### src/rtl/h_secded_dec_pipe.sv
// ---------------------------------------------------------------------------
// h_secded_dec_pipe
//   Two-stage pipelined extended-Hamming (SECDED) decoder for full-length
//   codes of N = 2**P_R bits carrying K = N-P_R-1 data bits. Placed between
//   a read port and its consumer with valid/ready on both sides. Corrects
//   single-bit errors, flags double-bit errors, reports the corrected bit
//   index and keeps saturating counters of corrected/uncorrectable words.
//
//   Codeword layout: bit 0 overall parity, bits 1,2,4,.. Hamming checks,
//   data bits in the remaining positions ascending (data[0] at bit 3).
//
// Ports
//   i_Clk        clock, rising edge
//   i_Rst        synchronous active-high reset, highest priority
//   i_Valid      input codeword valid
//   o_Ready      decoder accepts a codeword this cycle
//   i_CodeWord   received codeword (N bits)
//   o_Valid      decoded result valid
//   i_Ready      consumer accepts the result this cycle
//   o_DecodWord  decoded / corrected data (K bits)
//   o_ErrorC     single error corrected
//   o_ErrorD     uncorrectable error detected
//   o_ErrPos     codeword index that was corrected, 0 otherwise
//   i_CntClr     synchronous clear of both counters
//   o_CntC       saturating count of corrected words delivered
//   o_CntD       saturating count of uncorrectable words delivered
// ---------------------------------------------------------------------------
module h_secded_dec_pipe #(
  parameter int  P_R     = 5,
  parameter int  P_CNT_W = 16,
  localparam int N       = 2**P_R,
  localparam int K       = N - P_R - 1
) (
  input  logic               i_Clk,
  input  logic               i_Rst,
  input  logic               i_Valid,
  output logic               o_Ready,
  input  logic [N-1:0]       i_CodeWord,
  output logic               o_Valid,
  input  logic               i_Ready,
  output logic [K-1:0]       o_DecodWord,
  output logic               o_ErrorC,
  output logic               o_ErrorD,
  output logic [P_R-1:0]     o_ErrPos,
  input  logic               i_CntClr,
  output logic [P_CNT_W-1:0] o_CntC,
  output logic [P_CNT_W-1:0] o_CntD
);

  // XOR of the indices of every set bit in positions 1..N-1.
  function automatic logic [P_R-1:0] calc_syndrome(input logic [N-1:0] cw);
    logic [P_R-1:0] s;
    s = '0;
    for (int i = 1; i < N; i++) begin
      if (cw[i]) s = s ^ P_R'(i);
    end
    return s;
  endfunction

  // Gather the non-power-of-two positions (from bit 3 upward) into data.
  function automatic logic [K-1:0] extract_data(input logic [N-1:0] cw);
    logic [K-1:0] d;
    int           j;
    d = '0;
    j = 0;
    for (int i = 3; i < N; i++) begin
      if ((i & (i - 1)) != 0) begin
        d[j] = cw[i];
        j++;
      end
    end
    return d;
  endfunction

  // Counter increment that sticks at all-ones instead of wrapping.
  function automatic logic [P_CNT_W-1:0] sat_inc(input logic [P_CNT_W-1:0] c);
    if (&c) return c;
    return c + P_CNT_W'(1);
  endfunction

  // One advance enable for the whole pipe: it moves whenever the output
  // register is empty or is being drained this cycle.
  logic adv_en;
  logic xfer_out;

  logic           vld_p1_q;
  logic [N-1:0]   cw_p1_q;
  logic [P_R-1:0] syn_p1_q;
  logic           par_p1_q;

  logic           vld_p2_q;
  logic [K-1:0]   data_p2_q, data_p2_d;
  logic           errc_p2_q, errc_p2_d;
  logic           errd_p2_q, errd_p2_d;
  logic [P_R-1:0] pos_p2_q, pos_p2_d;
  logic [N-1:0]   corr_cw;

  logic [P_CNT_W-1:0] cnt_c_q, cnt_c_d;
  logic [P_CNT_W-1:0] cnt_d_q, cnt_d_d;

  assign adv_en   = !vld_p2_q || i_Ready;
  assign o_Ready  = adv_en;
  assign xfer_out = vld_p2_q && i_Ready;

  // ---- stage 1: capture codeword, syndrome and overall parity ----
  always_ff @(posedge i_Clk) begin
    if (i_Rst) begin
      vld_p1_q <= 1'b0;
    end else if (adv_en) begin
      vld_p1_q <= i_Valid;
    end
  end

  always_ff @(posedge i_Clk) begin
    if (adv_en) begin
      cw_p1_q  <= i_CodeWord;
      syn_p1_q <= calc_syndrome(i_CodeWord);
      par_p1_q <= ^i_CodeWord;
    end
  end

  // Odd overall parity means exactly one flipped bit, located at the
  // syndrome (syndrome 0 points at the parity bit itself). Even parity with
  // a nonzero syndrome is an uncorrectable pair; data passes through as is.
  always_comb begin
    corr_cw = cw_p1_q;
    if (par_p1_q) corr_cw[syn_p1_q] = ~cw_p1_q[syn_p1_q];
    data_p2_d = extract_data(corr_cw);
    errc_p2_d = par_p1_q;
    errd_p2_d = !par_p1_q && (syn_p1_q != '0);
    pos_p2_d  = par_p1_q ? syn_p1_q : '0;
  end

  // ---- stage 2: corrected data and error flags ----
  // Result registers only reload on a real word, so a bubble leaves the last
  // result parked behind o_Valid=0.
  always_ff @(posedge i_Clk) begin
    if (i_Rst) begin
      vld_p2_q  <= 1'b0;
      data_p2_q <= '0;
      errc_p2_q <= 1'b0;
      errd_p2_q <= 1'b0;
      pos_p2_q  <= '0;
    end else if (adv_en) begin
      vld_p2_q <= vld_p1_q;
      if (vld_p1_q) begin
        data_p2_q <= data_p2_d;
        errc_p2_q <= errc_p2_d;
        errd_p2_q <= errd_p2_d;
        pos_p2_q  <= pos_p2_d;
      end
    end
  end

  // Counters advance only when a flagged word is actually handed over;
  // a clear request overrides a simultaneous increment.
  always_comb begin
    cnt_c_d = cnt_c_q;
    cnt_d_d = cnt_d_q;
    if (i_CntClr) begin
      cnt_c_d = '0;
      cnt_d_d = '0;
    end else if (xfer_out) begin
      if (errc_p2_q) cnt_c_d = sat_inc(cnt_c_q);
      if (errd_p2_q) cnt_d_d = sat_inc(cnt_d_q);
    end
  end

  always_ff @(posedge i_Clk) begin
    if (i_Rst) begin
      cnt_c_q <= '0;
      cnt_d_q <= '0;
    end else begin
      cnt_c_q <= cnt_c_d;
      cnt_d_q <= cnt_d_d;
    end
  end

  assign o_Valid     = vld_p2_q;
  assign o_DecodWord = data_p2_q;
  assign o_ErrorC    = errc_p2_q;
  assign o_ErrorD    = errd_p2_q;
  assign o_ErrPos    = pos_p2_q;
  assign o_CntC      = cnt_c_q;
  assign o_CntD      = cnt_d_q;

endmodule

### config.mk
export PLATFORM = sky130hd
export DESIGN_NAME = h_secded_dec_pipe
export DESIGN_NICKNAME = d
export VERILOG_FILES = /design/src/rtl/h_secded_dec_pipe.sv
export SDC_FILE = /design/constraint.sdc
export NUM_CORES = 1
export LEC_CHECK = 0
export ABC_AREA = 1
export BUFFER_PORTS_ARGS = -buffer_cell sky130_fd_sc_hd__buf_2
export CORE_MARGIN = 3
export CORE_UTILIZATION = 40
export CTS_CLUSTER_SIZE = 16
export DETAILED_ROUTE_END_ITERATION = 8
export GPL_TIMING_DRIVEN = 1
export PLACE_DENSITY = 0.71
export SYNTH_ARGS = -nofsm -noshare
export SYNTH_HDL_FRONTEND = slang
export SYNTH_SLANG_ARGS = --single-unit
### constraint.sdc
create_clock -name i_Clk -period 2.6 [get_ports i_Clk]
set_input_delay 0.13 -clock i_Clk [delete_from_list [all_inputs] [get_ports i_Clk]]
set_output_delay 0.13 -clock i_Clk [all_outputs]
set_load 0.03 [all_outputs]
# == Word level (Yosys, flattened, before mapping) ==
# Index checks and enable logic that the tools add are counted.
# classes
n_addsub,2
n_lt_le_gt_ge,2
n_eq_ne,2
n_mux,78
bitwise_logic,31
n_reduce_logical,14
# op_table
op,n
$mux W5,47
$add A16 B1 Y16 const B,2
$bwmux W32,1
$mux W16,2
$mux W32,1
$mux W4,8
$reduce_and A16 Y1,2
$reduce_xor A32 Y1,1
$not A3 Y3,10
$not A2 Y2,10
$not A4 Y4,5
$mux W3,4
$mux W1,11
$lt A5 B6 Y1 const B,1
$reduce_and A3 Y1,2
$bmux W1 S5,1
$demux W1 S5,1
$ge A5 B1 Y1 const B,1
$not A1 Y1,5
$not A5 Y5,1
$reduce_bool A5 Y1,1
$mux W2,2
$ne A2 B2 Y1 const B,2
$logic_and A1 B1 Y1,3
4 further kinds,5
# word_totals
register_bits,105
in_bits,37
out_inout_bits,67
word_cells,140

# == Longest topological paths before layout ==
# logic_depth
word_depth,92
mapped_depth,13
mapped_depth_nobuf,11

# == Worst setup path after synthesis ==
# Ideal clock, no wire load.
# synth_path
path_kind,register to register
start,"register cnt_d_q[0], in the netlist o_CntD[0]"
end,"register cnt_d_q[11], in the netlist o_CntD[11]"
setup_ns,0.132
arrival_time_ns,1.766
t_required_ns,2.468
setup_slack_ns,0.702
stages_incl_launch_ff,10
path_buffers,1
synth_period_minus_slack_ns,1.898
path_cell_list,dfxtp_1 -> ha_1 -> inv_1 -> nor4_4 -> nand2_2 -> nand2_2 -> inv_2 -> buf_2 -> nand2_1 -> a21oi_1
# synth_between
elab_chain_len,7
word_cells_on_any_way,9
cone_classes,add/sub: 1; eq/ne: 1; mux: 5; reduce/logical: 2
# synth_lines
item,line_no,source
start: declaration,99,"logic [P_CNT_W-1:0] cnt_d_q, cnt_d_d;"
start signal: assignment,175,cnt_d_q <= cnt_d_d;
$reduce_and A16 Y1,77,if (&c) return c;
$mux W1,77,
$mux W1,165,if (errd_p2_q) cnt_d_d = sat_inc(cnt_d_q);
$mux W1,163,end else if (xfer_out) begin
$mux W1,160,if (i_CntClr) begin
$ne A2 B2 Y1 (no line),-,
$reduce_and A3 Y1 (no line),-,
# Several ways; a longest one is shown, not always the timed one. The select of a mux whose other input is x is not followed.
# A chain may end at the register's enable or synchronous reset.

# == Worst setup path in the final report ==
# layout_path
start,register syn_p1_q[0]
end,"register data_p2_q[3], in the netlist o_DecodWord[3]"
# layout_between
elab_chain_len,6
word_cells_on_any_way,10
cone_classes,order compare: 2; mux: 6; bitwise: 1; reduce/logical: 1
# layout_lines
item,line_no,source
start: declaration,88,logic [P_R-1:0] syn_p1_q;
start signal: assignment,117,syn_p1_q <= calc_syndrome(i_CodeWord);
$lt A5 B6 Y1 (not written as such) or $ge A5 B1 Y1 (tied branches),127,if (par_p1_q) corr_cw[syn_p1_q] = ~cw_p1_q[syn_p1_q];
$logic_and A1 B1 Y1 (not written as such),127,
$mux W1 (not written as such),127,
$demux W1 S5,127,
$bwmux W32 *,127,
$mux W32 *,127,
end signal: assignment,147,data_p2_q <= data_p2_d;
end: declaration,92,"logic [K-1:0] data_p2_q, data_p2_d;"
# Every way passes the cells marked *; elsewhere a longest branch is shown, timed or not. The select of a mux whose other input is x is not followed.

==> impl_metrics.ini <==
[outcome]
outcome = finished, final reports clean

[sta]
slew_headroom_pct = 45.2
layout_min_cycle_time_ns = 2.06
hold_viol = 0
maxSlewViolCount = 0
skew_ns = 0.00931
period_share_pct = 79.3
worst_slack_ns = 0.538
grt_setup_unrepaired = false
max_freq_ghz = 0.485
finalSetupViolations = 0
tns_ns = 0
tightest_slew_ns = 0.820

[global_route]
grt_pass1_vias = 4815
grt_max_degree = 36
antenna_found_initial = 0
grt_use_total_pct = 17.8
grt_pass1_wl_um = 23800
grt_overflow = 0

[floorplanning]
start_util_pct = 41.4
rows = 44
die_w_um = 129
ios = 104
die_h_um = 129
coreArea_um2 = 14700
die-area_um2 = 16700

[final_layout]
n_antenna_cell = 0
design_area_um2 = 7200
area_delta_synth_final_pct = 18.3
fill_cells = 1417
finalNetCount = 981
final_util_pct = 49.0
drive_above_1_share_pct = 17.5

[routing]
dr.pass1.iters = 5
routed_wl_um = 14900
viasPerCell = 4.86
detail_route.wl_per_cell_um = 13.2
drc = 0
drtIter0Drc = 427
drtAntennaViolNets = 0
vias = 5502

[synthesis]
synthesis.area_um2 = 6080
yosysTopAreaCell = dfxtp_1
ys_ff_latch = 105
synth_fp_nets = 868
yosys.area.top_type_share_pct = 22.1
syn_avg_cell_area_um2 = 7.34
yosysUniqueCellTypes = 37
seq_area_frac_synth_pct = 40.8
synth_cells = 829
yosys_warnings = 0
synthTopCellsByArea = dfxtp_1 22%, edfxtp_1 19%, nand2_1 15%

[worst_setup_path]
crit_slowest_cell = edfxtp_1
setup.worst_path.start_class = flip-flop
critPathMaxFanout = 26
crit_type = flip-flop to flip-flop
cp.arrival_ns = 2.28
crit_chain = buf_4 > nand2_1 > nor2_1 > nor2_1 > nand2_1 > nand2_1 > nand2_2 > nor2_8 > nand3_1 > nand2_1 > a21oi_1
required_ns = 2.82
cp_common_cell = nand2_1
critPathCaptureType = flip-flop
cp.buffers_inverters = 1
cp_top_family = simple AND/OR/NAND/NOR gates
cpPeakStageDelay_ns = 0.50
r2r_slack_ns = 0.54

[power_and_ir_drop]
vdd_drop_max_v = 0.000388
p_per_area_nw_per_um2 = 696
p_leak_nw = 3.09

[clocking]
clockRootBuffer = clkbuf_16
clk_path_buf_depth = 2
path_clk_slew_ns = 0.07
cts_tree = done
clock-sinks = 105
htree_levels = 3
cts-resized-gates = 0
cts_buffers = 9
clk-insertion-delay-late_ns = 0.36

[hold_path]
min_path_type = primary input to flip-flop

[placement]
hpwl_um = 11200
pre_cts_ws_ns = 0.572
portBuffers = 103
place.gp.congestion = 0.879
place_area_um2 = 6700

[flow_run]
drv_cap = 0
## final cells by class
type,instances,area (µm²),share of cell area (%)
tap,184,230,3.20
inverter,88,330,4.59
sequential,105,2480,34.5
multi-input combinational,608,3070,42.7
clock buffer,10,250,3.48
clock inverter,6,68.8,0.956
timing repair buffer,130,763,10.6
## cell usage after synthesis
master / instances
nand4_1: 11
nor4_4: 1
ha_1: 2
or2_0: 1
clkbuf_1: 10
buf_2: 7
nand2_1: 245
nand3_2: 20
buf_4: 1
xnor2_2: 1
nor2_8: 1
edfxtp_1: 38
and3_1: 1
o21bai_2: 1
nor4_1: 3
nor3_1: 20
a21oi_1: 60
xnor2_1: 38
and2_1: 1
inv_1: 83
xor2_1: 33
nand2_2: 7
o21ai_0: 7
nor2_2: 1
nand3b_1: 1
o21ai_1: 2
clkbuf_8: 1
inv_2: 5
buf_8: 3
nand3_1: 31
nor2_4: 1
nor2_1: 116
nor4b_1: 1
buf_1: 1
buf_6: 5
a211oi_1: 2
dfxtp_1: 67
## worst register-to-register path: cells and delay by family (launching register included)
family,cells,cell delay (ns)
buffers and inverters,1,0.24
flip-flops,1,0.50
AO/OA/AOI/OAI,1,0.08
AND/OR/NAND/NOR,9,1.09
## what timing repair did
item,in CTS,in global routing
hold buffers,17,1
endpoints found under the hold margin,17,1
buffers inserted,0,0
## report_power, final
group | internal [W] | switching, W
Clock | 0.000811 | 0.000623
Sequential | 0.00185 | 0.000167
Combinational | 0.000493 | 0.00107
Total | 0.00315 | 0.00186
## layout by cell type (no fill, tap or decap), drive strengths merged, types with 4 or more instances in the layout
cell type    Yosys  final
a21oi           60     60
buf             17    112
clkbuf          11     10
dfxtp           67     67
dlygate4sd3      0     18
edfxtp          38     38
inv             88     90
nand2          252    252
nand3           51     51
nand4           11     11
nor2           119    119
nor3            20     20
nor4             4      4
o21ai            9      9
xnor2           39     39
xor2            33     33
## state kept, by name, indices dropped and copies added (netlist names), 5 cells and up
signal	cells
o_CntC	16
syn_p1_q	5
cw_p1_q	32
o_ErrPos	5
o_CntD	16
o_DecodWord	26
## logic make-up after synthesis
group,share of synthesized area [%]
AO/OA/AOI/OAI,6.11
flip-flops,40.8
XOR/XNOR,10.5
AND/OR/NAND/NOR,33.5
adder cells (fa/ha/maj),0.411
buffers and inverters,8.70
## path summary, 6_finish.rpt
kind / start / endpoint / cells past startpoint
worst max-delay path: syn_p1_q[0] / o_DecodWord[3] / 11
worst min-delay path: i_CodeWord[21] / cw_p1_q[21] / 1
worst max register to register: syn_p1_q[0] / o_DecodWord[3] / 11
worst min register to register: o_DecodWord[6] / o_DecodWord[6] / 2
## stage by stage
stage / std cells / total power [W] / hold slack [ns]
after floorplan: 829 / 0.00339 / 0.229
after global placement: 1097 / 0.00356 / 0.336
after detailed placement: 1097 / 0.00358 / 0.335
after CTS: 1130 / 0.00504 / 0.00279
after global routing: 1131 / 0.00533 / 0.00109
final: 1131 / 0.00501 / 0.00628
## per-layer routing
metal	GRT usage, %	vias to the layer above	share of wire [%]
met3	2.64	25	4.7
met4	7.04	0	2.4
met1	25.8	2465	49
met5	0	-	0
li1	-	2842	-
met2	26.6	170	44
Power figures use the tool's default switching activity.
